==> config.mk <==
export PLATFORM = sky130hd
export DESIGN_NAME = hazard_unit_flat
export DESIGN_NICKNAME = d
export VERILOG_FILES = /design/src/rtl/hazard_if.sv /design/src/rtl/hazard_unit.sv /design/src/flat_wrapper.sv
export SDC_FILE = /design/constraint.sdc
export NUM_CORES = 1
export LEC_CHECK = 0
export CORE_MARGIN = 1.5
export CORE_UTILIZATION = 45
export CTS_BUF_LIST = sky130_fd_sc_hd__clkbuf_16
export CTS_CLUSTER_DIAMETER = 120
export CTS_CLUSTER_SIZE = 25
export DETAILED_ROUTE_END_ITERATION = 12
export PLACE_DENSITY_LB_ADDON = 0.1
export SYNTH_ARGS = -nofsm -noshare
export SYNTH_HDL_FRONTEND = slang
export SYNTH_SLANG_ARGS = --single-unit
==> constraint.sdc <==
create_clock -name clk -period 3 [get_ports clk]
set_input_delay 0.75 -clock clk [delete_from_list [all_inputs] [get_ports clk]]
set_output_delay 0.75 -clock clk [all_outputs]
set_load 0.005 [all_outputs]
==> src/rtl/hazard_if.sv <==
// ---------------------------------------------------------------------------
// hazard_if
//   Bundle between the decode/controller side and the hazard sequencer.
//   master: drives the decoded ID fields, the EX branch outcome and resume,
//           and receives the stall/flush/bypass controls and statistics.
//   slave : the hazard unit itself.
//   Signals
//     id_rs, id_rt          rs/rt fields of the ID instruction
//     id_use_rs, id_use_rt  ID instruction reads rs / rt
//     id_wr_en, id_wr_reg   ID instruction writes id_wr_reg
//     id_is_load            ID instruction is a load
//     id_syscall            ID instruction is a halting syscall
//     ex_br_taken           branch/jump in EX resolved taken
//     resume                leave HALTED
//     stall_pc, stall_ifid  hold PC / IF/ID
//     flush_ifid            clear IF/ID to a nop
//     flush_idex            load a bubble into ID/EX
//     fwd_a, fwd_b          bypass selects (0 regfile, 1 EX, 2 MEM, 3 WB)
//     halted                sequencer is in HALTED
//     stall_cnt, flush_cnt  saturating load-use stall / branch flush counts
// ---------------------------------------------------------------------------
interface hazard_if #(
   parameter int CNT_W = 16
);
   logic [4:0]       id_rs;
   logic [4:0]       id_rt;
   logic             id_use_rs;
   logic             id_use_rt;
   logic             id_wr_en;
   logic [4:0]       id_wr_reg;
   logic             id_is_load;
   logic             id_syscall;
   logic             ex_br_taken;
   logic             resume;
   logic             stall_pc;
   logic             stall_ifid;
   logic             flush_ifid;
   logic             flush_idex;
   logic [1:0]       fwd_a;
   logic [1:0]       fwd_b;
   logic             halted;
   logic [CNT_W-1:0] stall_cnt;
   logic [CNT_W-1:0] flush_cnt;

   modport master (
      output id_rs, id_rt, id_use_rs, id_use_rt, id_wr_en, id_wr_reg,
             id_is_load, id_syscall, ex_br_taken, resume,
      input  stall_pc, stall_ifid, flush_ifid, flush_idex, fwd_a, fwd_b,
             halted, stall_cnt, flush_cnt
   );

   modport slave (
      input  id_rs, id_rt, id_use_rs, id_use_rt, id_wr_en, id_wr_reg,
             id_is_load, id_syscall, ex_br_taken, resume,
      output stall_pc, stall_ifid, flush_ifid, flush_idex, fwd_a, fwd_b,
             halted, stall_cnt, flush_cnt
   );
endinterface

==> src/rtl/hazard_unit.sv <==
// ---------------------------------------------------------------------------
// hazard_unit
//   Hazard and redirect sequencer for a 5-stage MIPS pipeline. Tracks a
//   shadow of the destination register held in EX, MEM and WB, and from it
//   produces bypass selects, load-use stalls, branch flushes and a
//   syscall drain/halt sequence.
//   Ports
//     clk    clock, rising edge
//     rst    asynchronous active-high reset
//     hz_io  hazard_if slave: ID fields and branch outcome in,
//            pipeline enables/clears, bypass selects and counters out
// ---------------------------------------------------------------------------
module hazard_unit #(
   parameter int CNT_W = 16
) (
   input  logic     clk,
   input  logic     rst,
   hazard_if.slave  hz_io
);

   typedef enum logic [1:0] {
      ST_RUN    = 2'd0,
      ST_DRAIN  = 2'd1,
      ST_HALTED = 2'd2
   } state_t;

   state_t           state_q, state_d;
   logic [1:0]       drain_q, drain_d;

   // Only the EX slot needs is_load; MEM/WB slots feed forwarding only.
   logic             ex_v_q, ex_v_d;
   logic [4:0]       ex_reg_q, ex_reg_d;
   logic             ex_ld_q, ex_ld_d;
   logic             mem_v_q;
   logic [4:0]       mem_reg_q;
   logic             wb_v_q;
   logic [4:0]       wb_reg_q;

   logic [CNT_W-1:0] stall_cnt_q, stall_cnt_d;
   logic [CNT_W-1:0] flush_cnt_q, flush_cnt_d;

   logic             luse;
   logic             hold;
   logic             flush_if;
   logic             bubble;

   // Youngest matching valid slot wins; register 0 never forwards.
   function automatic logic [1:0] fwd_sel(
      input logic       use_r,
      input logic [4:0] r,
      input logic       ev, input logic [4:0] er,
      input logic       mv, input logic [4:0] mr,
      input logic       wv, input logic [4:0] wr
   );
      if (!use_r || r == 5'd0) return 2'd0;
      if (ev && er == r)       return 2'd1;
      if (mv && mr == r)       return 2'd2;
      if (wv && wr == r)       return 2'd3;
      return 2'd0;
   endfunction

   always_comb begin
      luse = (state_q == ST_RUN) && ex_v_q && ex_ld_q &&
             ((hz_io.id_use_rs && hz_io.id_rs != 5'd0 && hz_io.id_rs == ex_reg_q) ||
              (hz_io.id_use_rt && hz_io.id_rt != 5'd0 && hz_io.id_rt == ex_reg_q));

      hold     = 1'b0;
      flush_if = 1'b0;
      bubble   = 1'b0;
      state_d  = state_q;
      drain_d  = drain_q;

      // A taken branch overrides every hold: the PC must take the redirect.
      if (hz_io.ex_br_taken) begin
         flush_if = 1'b1;
         bubble   = 1'b1;
      end else if (state_q != ST_RUN) begin
         hold   = 1'b1;
         bubble = 1'b1;
      end else if (luse) begin
         hold   = 1'b1;
         bubble = 1'b1;
      end else if (hz_io.id_syscall) begin
         // The syscall itself never reaches EX as a real instruction.
         bubble = 1'b1;
      end

      case (state_q)
         ST_RUN: begin
            if (hz_io.id_syscall && !hz_io.ex_br_taken && !luse) begin
               state_d = ST_DRAIN;
               drain_d = 2'd3;
            end
         end
         ST_DRAIN: begin
            // Three drain cycles let the older EX/MEM/WB work retire.
            drain_d = drain_q - 2'd1;
            if (drain_q == 2'd1) state_d = ST_HALTED;
         end
         ST_HALTED: begin
            if (hz_io.resume) state_d = ST_RUN;
         end
         default: state_d = ST_RUN;
      endcase

      if (bubble) begin
         ex_v_d   = 1'b0;
         ex_reg_d = 5'd0;
         ex_ld_d  = 1'b0;
      end else begin
         ex_v_d   = hz_io.id_wr_en && (hz_io.id_wr_reg != 5'd0);
         ex_reg_d = hz_io.id_wr_reg;
         ex_ld_d  = hz_io.id_is_load;
      end

      stall_cnt_d = stall_cnt_q;
      if (luse && !hz_io.ex_br_taken && stall_cnt_q != {CNT_W{1'b1}})
         stall_cnt_d = stall_cnt_q + 1'b1;

      flush_cnt_d = flush_cnt_q;
      if (hz_io.ex_br_taken && flush_cnt_q != {CNT_W{1'b1}})
         flush_cnt_d = flush_cnt_q + 1'b1;
   end

   always_ff @(posedge clk or posedge rst) begin
      if (rst) begin
         state_q     <= ST_RUN;
         drain_q     <= 2'd0;
         ex_v_q      <= 1'b0;
         ex_reg_q    <= 5'd0;
         ex_ld_q     <= 1'b0;
         mem_v_q     <= 1'b0;
         mem_reg_q   <= 5'd0;
         wb_v_q      <= 1'b0;
         wb_reg_q    <= 5'd0;
         stall_cnt_q <= '0;
         flush_cnt_q <= '0;
      end else begin
         state_q     <= state_d;
         drain_q     <= drain_d;
         ex_v_q      <= ex_v_d;
         ex_reg_q    <= ex_reg_d;
         ex_ld_q     <= ex_ld_d;
         mem_v_q     <= ex_v_q;
         mem_reg_q   <= ex_reg_q;
         wb_v_q      <= mem_v_q;
         wb_reg_q    <= mem_reg_q;
         stall_cnt_q <= stall_cnt_d;
         flush_cnt_q <= flush_cnt_d;
      end
   end

   // Reset dominates the combinational controls so no hold leaks through it.
   assign hz_io.stall_pc   = !rst && hold;
   assign hz_io.stall_ifid = !rst && hold;
   assign hz_io.flush_ifid = !rst && flush_if;
   assign hz_io.flush_idex = !rst && bubble;
   assign hz_io.fwd_a      = rst ? 2'd0 :
      fwd_sel(hz_io.id_use_rs, hz_io.id_rs, ex_v_q, ex_reg_q,
              mem_v_q, mem_reg_q, wb_v_q, wb_reg_q);
   assign hz_io.fwd_b      = rst ? 2'd0 :
      fwd_sel(hz_io.id_use_rt, hz_io.id_rt, ex_v_q, ex_reg_q,
              mem_v_q, mem_reg_q, wb_v_q, wb_reg_q);
   assign hz_io.halted     = (state_q == ST_HALTED);
   assign hz_io.stall_cnt  = stall_cnt_q;
   assign hz_io.flush_cnt  = flush_cnt_q;

endmodule

==> src/flat_wrapper.sv <==
// flat-port wrapper written by rule: the top's interface ports become plain ports
module hazard_unit_flat 
#(
   parameter int CNT_W = 16
)
  (clk, rst, hz_io_id_rs, hz_io_id_rt, hz_io_id_use_rs, hz_io_id_use_rt, hz_io_id_wr_en, hz_io_id_wr_reg, hz_io_id_is_load, hz_io_id_syscall, hz_io_ex_br_taken, hz_io_resume, hz_io_stall_pc, hz_io_stall_ifid, hz_io_flush_ifid, hz_io_flush_idex, hz_io_fwd_a, hz_io_fwd_b, hz_io_halted, hz_io_stall_cnt, hz_io_flush_cnt);
  hazard_if #(.CNT_W(CNT_W)) hz_io_i ();
  input  logic clk;
  input  logic rst;
  input wire logic [$bits(hz_io_i.id_rs)-1:0] hz_io_id_rs;
  input wire logic [$bits(hz_io_i.id_rt)-1:0] hz_io_id_rt;
  input wire logic [$bits(hz_io_i.id_use_rs)-1:0] hz_io_id_use_rs;
  input wire logic [$bits(hz_io_i.id_use_rt)-1:0] hz_io_id_use_rt;
  input wire logic [$bits(hz_io_i.id_wr_en)-1:0] hz_io_id_wr_en;
  input wire logic [$bits(hz_io_i.id_wr_reg)-1:0] hz_io_id_wr_reg;
  input wire logic [$bits(hz_io_i.id_is_load)-1:0] hz_io_id_is_load;
  input wire logic [$bits(hz_io_i.id_syscall)-1:0] hz_io_id_syscall;
  input wire logic [$bits(hz_io_i.ex_br_taken)-1:0] hz_io_ex_br_taken;
  input wire logic [$bits(hz_io_i.resume)-1:0] hz_io_resume;
  output wire logic [$bits(hz_io_i.stall_pc)-1:0] hz_io_stall_pc;
  output wire logic [$bits(hz_io_i.stall_ifid)-1:0] hz_io_stall_ifid;
  output wire logic [$bits(hz_io_i.flush_ifid)-1:0] hz_io_flush_ifid;
  output wire logic [$bits(hz_io_i.flush_idex)-1:0] hz_io_flush_idex;
  output wire logic [$bits(hz_io_i.fwd_a)-1:0] hz_io_fwd_a;
  output wire logic [$bits(hz_io_i.fwd_b)-1:0] hz_io_fwd_b;
  output wire logic [$bits(hz_io_i.halted)-1:0] hz_io_halted;
  output wire logic [$bits(hz_io_i.stall_cnt)-1:0] hz_io_stall_cnt;
  output wire logic [$bits(hz_io_i.flush_cnt)-1:0] hz_io_flush_cnt;
  assign hz_io_i.id_rs = hz_io_id_rs;
  assign hz_io_i.id_rt = hz_io_id_rt;
  assign hz_io_i.id_use_rs = hz_io_id_use_rs;
  assign hz_io_i.id_use_rt = hz_io_id_use_rt;
  assign hz_io_i.id_wr_en = hz_io_id_wr_en;
  assign hz_io_i.id_wr_reg = hz_io_id_wr_reg;
  assign hz_io_i.id_is_load = hz_io_id_is_load;
  assign hz_io_i.id_syscall = hz_io_id_syscall;
  assign hz_io_i.ex_br_taken = hz_io_ex_br_taken;
  assign hz_io_i.resume = hz_io_resume;
  assign hz_io_stall_pc = hz_io_i.stall_pc;
  assign hz_io_stall_ifid = hz_io_i.stall_ifid;
  assign hz_io_flush_ifid = hz_io_i.flush_ifid;
  assign hz_io_flush_idex = hz_io_i.flush_idex;
  assign hz_io_fwd_a = hz_io_i.fwd_a;
  assign hz_io_fwd_b = hz_io_i.fwd_b;
  assign hz_io_halted = hz_io_i.halted;
  assign hz_io_stall_cnt = hz_io_i.stall_cnt;
  assign hz_io_flush_cnt = hz_io_i.flush_cnt;
  hazard_unit #(.CNT_W(CNT_W)) u_core (.clk(clk), .rst(rst), .hz_io(hz_io_i));
endmodule
==> results of run 1 <==
-- layout by cell type, fill, tap and decap left out, types with 3 or more instances in the layout --
cell type,count
dfrtp_1,55
clkdlybuf4s50_1,47
xnor2_1,28
xor2_1,26
buf_4,25
nand3_1,18
nand4_1,15
nor2_1,14
and2_1,12
and3_1,11
nand2_1,11
buf_6,8
buf_2,6
a21oi_1,5
clkbuf_16,5
nor4_1,4
nor4_2,4
clkbuf_2,4
and4_1,3
o31a_1,3
nor2b_1,3
nor3_1,3
nor3_2,3
ha_1,3
dlygate4sd2_1,3
-- worst max-delay path: cells and delay by family --
| family | cells | cell delay [ns] |
|---|---|---|
| AO/OA/AOI/OAI | 1 | 0.19 |
| XOR/XNOR | 1 | 0.14 |
| buffers and inverters | 4 | 0.45 |
| AND/OR/NAND/NOR | 4 | 0.72 |
-- stage by stage --
| stage | cells | setup TNS, ns | hold slack [ns] |
|---|---|---|---|
| after global routing | 423 | -0.2970 | 0.4582 |
| final | 423 | -0.01021 | 0.4340 |
| after CTS | 420 | -0.001513 | 0.4387 |
| after global placement | 407 | -4.054 | 0.4200 |
| after floorplan | 254 | 0 | 0.3786 |
| after detailed placement | 407 | -4.244 | 0.4225 |
-- power groups by stage --
stage	clock (mW)	sequential (mW)	combinational, mW
after global routing	0.586	0.998	0.550
after detailed placement	0	0.983	0.469
final	0.546	0.975	0.496
after global placement	0	0.986	0.462
after CTS	0.562	0.972	0.486
after floorplan	0	0.943	0.275
-- synthesized netlist by cell type (2+ instances only) --
master	n	area [µm²]
dfrtp_1	55	1376
ha_1	3	37.54
xnor2_1	28	245.2
nor3_1	7	35.03
mux2_2	2	22.52
and2_1	12	75.07
buf_4	2	15.01
mux2_1	2	22.52
nand2_1	11	41.29
nand3_1	18	90.09
a21oi_1	6	30.03
xor2_1	28	245.2
nor2b_1	3	18.77
and4_1	3	26.28
nand2b_1	2	12.51
nor2_1	14	52.55
inv_1	3	11.26
and3_1	12	75.07
nor3b_1	2	15.01
nand4_1	15	93.84
nor4_1	8	50.05
clkbuf_1	2	7.510
o31a_1	3	26.28
a31oi_1	3	18.77
-- per-layer routing --
| layer | part of all wire (%) | global-route usage [%] | vias up |
|---|---|---|---|
| met5 | 0 | 0 | - |
| met4 | 1.1 | 5.690 | 0 |
| met3 | 4.7 | 4.270 | 7 |
| met2 | 48 | 32.00 | 50 |
| met1 | 46 | 27.79 | 1081 |
| li1 | - | - | 1073 |
-- registers in the layout (all words and copies together) (netlist names) --
name	flops
u_core.drain_q	2
u_core.ex_ld_q	1
u_core.ex_reg_q	5
u_core.ex_v_q	1
u_core.hz_io.flush_cnt	16
u_core.hz_io.stall_cnt	16
u_core.mem_reg_q	5
u_core.mem_v_q	1
u_core.state_q	2
u_core.wb_reg_q	5
u_core.wb_v_q	1
-- cell type report --
type	instances	area, µm²
clock buffer	5	125.1
inverter	3	15.01
multi-input combinational	190	1403
fill	517	2039
sequential	55	1376
clock inverter	2	8.758
timing repair buffer	93	824.5
tap	75	93.84
-- timing repair --
action	in CTS	in global routing
buffers inserted	6	3
resized for setup	58	19
pin swaps	14	8
setup endpoints to repair	7	7
-- final timing paths --
kind / start / endpoint / slack [ns] / cells after the start
min: u_core.mem_reg_q[1] / u_core.wb_reg_q[1] / 0.43 / 0
min in group asynchronous: rst / u_core.wb_v_q / 1.18 / 3
min reg2reg: u_core.mem_reg_q[1] / u_core.wb_reg_q[1] / 0.43 / 0
max: hz_io_id_rt[2] / hz_io_stall_ifid / -0.01 / 10
max in group asynchronous: rst / u_core.ex_reg_q[2] / 1.37 / 3
max reg2reg: u_core.ex_reg_q[0] / u_core.state_q[0] / 0.54 / 11
-- cell families after synthesis --
group                      share of synthesized area (%)
and+or+nand+nor                                    22.58
xor gates and xnor gates                           17.96
DFF                                                50.39
AOI/OAI and AO/OA                                  4.490
buffers and inverters                              1.557
muxes                                              1.649
adders and majority gates                          1.374
==> results.sh, run 1 <==
export IMPL_yosysWarnings=0
export IMPL_place_hpwl_um=4339
export IMPL_routed_via_density=5.227
export IMPL_cts_buffer_depth=2
export IMPL_die_area_mm2=0.006546
export IMPL_grtUsageTotal_pct=20.11
export IMPL_fin_crit_sh_pct=100.3
export IMPL_initial_core_util_pct=46.41
export IMPL_cp_data_required_time_ns=2.25
export IMPL_postLayoutCellArea_mm2=0.003846
export IMPL_vdd_ir_drop_worst_v=0.0004221
export IMPL_cts_buffers=5
export IMPL_syn2layout_area_growth_pct=40.82
export IMPL_path_cells="buf_2 > xor2_1 > nor4_2 > nand4_1 > a21oi_4 > buf_6 > nor3_2 > nor3_2 > buf_4 > buf_6"
export IMPL_final_nets=375
export IMPL_syn_inst=254
export IMPL_cts_root_buffer="clkbuf_16"
export IMPL_grt_max_degree=56
export IMPL_grt_pass1_vias=2084
export IMPL_finalCriticalPeriod_ns=3.010
export IMPL_synth_avg_cell_area_um2=10.75
export IMPL_die_h_um=80.91
export IMPL_p_total_mw=2.017
export IMPL_cp_max_fo=2
export IMPL_powerDensity_mw_per_mm2=524.4
export IMPL_rsz0062_at_grt="yes"
export IMPL_p_int_mw=1.441
export IMPL_antenna_found_initial=0
export IMPL_io_buffers=64
export IMPL_synthesis_area_mm2=0.002731
export IMPL_maxCapViolations=0
export IMPL_ys_flop_type="dfrtp_1"
export IMPL_status="complete, but fails checks"
export IMPL_die_x_um=80.91
export IMPL_gp_congestion=0.9056
export IMPL_core_rowCount=28
export IMPL_cts_hold_buf=0
export IMPL_dp_worst_setup_slack_ns=-0.7496
export IMPL_ys_seq_area_share_pct=50.39
export IMPL_hp_class="register to register"
export IMPL_first_iter_violations=46
export IMPL_cp_slowest_cell="nor4_2"
export IMPL_boundaryPins=65
export IMPL_switchingPower_uw=576.3
export IMPL_crit_path_max_incr_delay_ns=0.34
export IMPL_finClkSkew_ns=0.004634
export IMPL_synthArstFlopShare_pct=100.0
export IMPL_maxSlewViolCount=0
export IMPL_p_sw_share_pct=28.57
export IMPL_maxSlewHeadroom_pct=53.66
export IMPL_hold_viol_final=0
export IMPL_failed_checks="setup timing"
export IMPL_cts_tree="built"
export IMPL_route_vias_total=2211
export IMPL_grt_pass1_wl_um=10020
export IMPL_cts_clk_slew_worst_paths_ns=0.06
export IMPL_p_leak_nw=1.732
export IMPL_cp_arrival_ns=2.26
export IMPL_grt_remaining_overflow=0
export IMPL_dpl_cell_area_mm2=0.003598
export IMPL_tightest_slew_ns=0.6951
export IMPL_routed_wl_um=6284
export IMPL_clock_latency_ns=0.29
export IMPL_fin_ws_ns=-0.01021
export IMPL_p_comb_share_pct=24.6
export IMPL_end_kind="output pin"
export IMPL_drc=0
export IMPL_max_freq_ghz=0.3322
export IMPL_final_layout_size_suffix_gt1_share_pct=19.83
export IMPL_setup_violations=1
export IMPL_clock_sinks=55
export IMPL_critPathLaunchType="primary input"
export IMPL_core_area_mm2=0.005886
export IMPL_ys_seq_elements=55
export IMPL_routedWlPerCell_um=14.86
export IMPL_clkPwrFrac_pct=27.1
export IMPL_first_pass_iters=4
export IMPL_p_seq_share_pct=48.4
export IMPL_crit_type="primary input to output pin"
export IMPL_synth_cell_type_count=34
export IMPL_fin_util_pct=65.35
export IMPL_ant_nets=0
export IMPL_insertedDiodeCount=0
export IMPL_synth_nets=281
export IMPL_synth_edf_count=0
export IMPL_h_tree_depth=2
Note: power is estimated with default switching activity, not from simulation.
==> run 2: changes to the inputs <==
--- a/config.mk
+++ b/config.mk
@@ -5,8 +5,10 @@
 export SDC_FILE = /design/constraint.sdc
 export NUM_CORES = 1
 export LEC_CHECK = 0
-export CORE_MARGIN = 1.5
-export CORE_UTILIZATION = 45
+export CELL_PAD_IN_SITES_DETAIL_PLACEMENT = 0
+export CELL_PAD_IN_SITES_GLOBAL_PLACEMENT = 2
+export CORE_ASPECT_RATIO = 2
+export CORE_UTILIZATION = 28
 export CTS_BUF_LIST = sky130_fd_sc_hd__clkbuf_16
 export CTS_CLUSTER_DIAMETER = 120
 export CTS_CLUSTER_SIZE = 25
==> run 2 against run 1 <==
Net effect:
- combinational power grew 7.5%
- die area grew 55%
- highest routed layer unchanged
- critical path type unchanged
- via count grew 1.4%
- worst setup slack gained 0.072 ns
- the run now ends clean
==> results.sh, run 2 (same netlist as run 1, synthesis figures left out) <==
export IMPL_fin_crit_sh_pct=97.95
export IMPL_ant_nets=0
export IMPL_p_total_mw=2.174
export IMPL_max_freq_ghz=0.3403
export IMPL_final_nets=380
export IMPL_cts_root_buffer="clkbuf_16"
export IMPL_grtUsageTotal_pct=16.32
export IMPL_cts_buffers=5
export IMPL_p_int_mw=1.551
export IMPL_final_cell_count_no_fill=484
export IMPL_reg2reg_from="u_core.ex_reg_q[1]"
export IMPL_drc=0
export IMPL_layout_common_cells="53 x dfrtp_1, 47 x clkdlybuf4s50_1, 30 x buf_4"
export IMPL_p_comb_share_pct=24.5
export IMPL_cts_clk_slew_worst_paths_ns=0.07
export IMPL_r2r_slack_ns=0.65
export IMPL_hp_class="register to register"
export IMPL_fin_ws_ns=0.06144
export IMPL_maxSlewHeadroom_pct=52.46
export IMPL_finalCriticalPeriod_ns=2.939
export IMPL_dp_cells=469
export IMPL_routed_via_density=4.632
export IMPL_initial_core_util_pct=28.91
export IMPL_gp_congestion=0.8718
export IMPL_antenna_found_initial=0
export IMPL_grt_pass1_wl_um=12350
export IMPL_insertedDiodeCount=0
export IMPL_syn2layout_area_growth_pct=47.09
export IMPL_route_vias_total=2242
export IMPL_dp_worst_setup_slack_ns=-0.8390
export IMPL_clkPwrFrac_pct=31.0
export IMPL_boundaryPins=65
export IMPL_status="complete, no violations"
export IMPL_p_seq_share_pct=44.5
export IMPL_crit_buf_inv=3
export IMPL_holdWs_ns=0.4229
export IMPL_finClkSkew_ns=0.007185
export IMPL_powerDensity_mw_per_mm2=541.1
export IMPL_die_h_um=141.7
export IMPL_p_sw_share_pct=28.65
export IMPL_switchingPower_uw=622.9
export IMPL_cts_tree="built"
export IMPL_p_leak_nw=1.769
export IMPL_grt_pass1_vias=2372
export IMPL_endpoint="hz_io_stall_ifid"
export IMPL_cts_buffer_depth=2
export IMPL_vdd_ir_drop_worst_v=0.0004144
export IMPL_layout_commonest_cell="dfrtp_1"
export IMPL_hold_viol_final=0
export IMPL_maxCapViolations=0
export IMPL_grt_remaining_overflow=0
export IMPL_first_pass_iters=4
export IMPL_die_area_mm2=0.01018
export IMPL_setup_violations=0
export IMPL_maxSlewViolCount=0
export IMPL_routed_wl_um=7749
export IMPL_critPathLaunchType="primary input"
export IMPL_cp_arrival_ns=2.19
export IMPL_crit_path_start="hz_io_id_rs[1]"
export IMPL_cp_slowest_cell="nor4_2"
export IMPL_clock_sinks=55
export IMPL_crit_type="primary input to output pin"
export IMPL_final_layout_size_suffix_gt1_share_pct=22.03
export IMPL_path_cells="buf_2 > xor2_1 > nor4_2 > nand4_1 > a21oi_4 > buf_6 > nor3_4 > nor3_2 > buf_2"
export IMPL_tightest_slew_ns=0.7132
export IMPL_end_kind="output pin"
export IMPL_r2r_end="u_core.hz_io.stall_cnt[12]"
export IMPL_fin_util_pct=42.53
export IMPL_path_common_cell="buf_2"
export IMPL_place_hpwl_um=6067
export IMPL_cp_data_required_time_ns=2.25
export IMPL_clock_latency_ns=0.30
export IMPL_critPathTopFamily="simple AND/OR/NAND/NOR gates"
export IMPL_core_area_mm2=0.009447
export IMPL_ff2ff_path_depth=9
export IMPL_h_tree_depth=2
export IMPL_first_iter_violations=61
export IMPL_cp_max_fo=2
export IMPL_rsz0062_at_grt="yes"
export IMPL_die_x_um=71.84
export IMPL_path_depth=9
export IMPL_io_buffers=64
export IMPL_grt_max_degree=56
export IMPL_routedWlPerCell_um=16.01
export IMPL_crit_path_max_incr_delay_ns=0.32
export IMPL_core_rowCount=50
export IMPL_fill_cells=963
[run 2: how the worst min path moves through the flow]
stage                  startpoint              to  slack [ns]  depth (start not counted)
floorplan           u_core.ex_v_q  u_core.mem_v_q        0.38                          0
global placement    u_core.ex_v_q  u_core.mem_v_q        0.41                          0
detailed placement  u_core.ex_v_q  u_core.mem_v_q        0.41                          0
CTS                 u_core.ex_v_q  u_core.mem_v_q        0.43                          0
global route        u_core.ex_v_q  u_core.mem_v_q        0.45                          0
finish              u_core.ex_v_q  u_core.mem_v_q        0.42                          0
[run 2: cell type report]
cell class | instances | area (µm²) | area share (%)
clock inverters | 3 | 47.55 | 1.183
flip-flops and latches | 55 | 1379 | 34.32
well taps | 130 | 162.7 | 4.049
multi-input cells | 190 | 1430 | 35.60
clock buffers | 5 | 125.1 | 3.114
inverters | 3 | 15.01 | 0.3737
repair buffers | 98 | 858.3 | 21.36
[run 2: power groups by stage]
stage	sequential, mW	clock [mW]	combinational [mW]
final	0.967	0.673	0.533
after global routing	0.988	0.726	0.585
after CTS	0.964	0.700	0.525
after detailed placement	0.975	0	0.519
after global placement	0.979	0	0.515
after floorplan	0.943	0	0.275
[run 2: routing by layer]
| metal | track usage [%] | vias to the layer above | share of wire, % | wire (µm) |
|---|---|---|---|---|
| met4 | 7.224 | 0 | 3.0 | 235 |
| met3 | 2.273 | 10 | 2.8 | 216 |
| met2 | 32.87 | 50 | 61 | 4730 |
| met5 | 0 | - | 0 | 0 |
| met1 | 15.57 | 1093 | 33 | 2566 |
| li1 | - | 1089 | - | - |
[run 2: metrics by stage]
step / cell area [µm²] / setup TNS, ns
2_1_floorplan: 2749 / 0
3_3_place_gp: 3720 / -4.796
3_5_place_dp: 3720 / -5.127
4_1_cts: 3950 / -0.005072
5_1_grt: 4018 / -0.1232
6_report: 4018 / 0
[run 2: repair_timing]
action                     in CTS  in global routing
hold endpoints to repair        0                  0
hold buffers                    0                  0
setup endpoints to repair       7                  6
buffers inserted                6                  2
gates resized for setup        66                 25
pin swaps                      16                 10
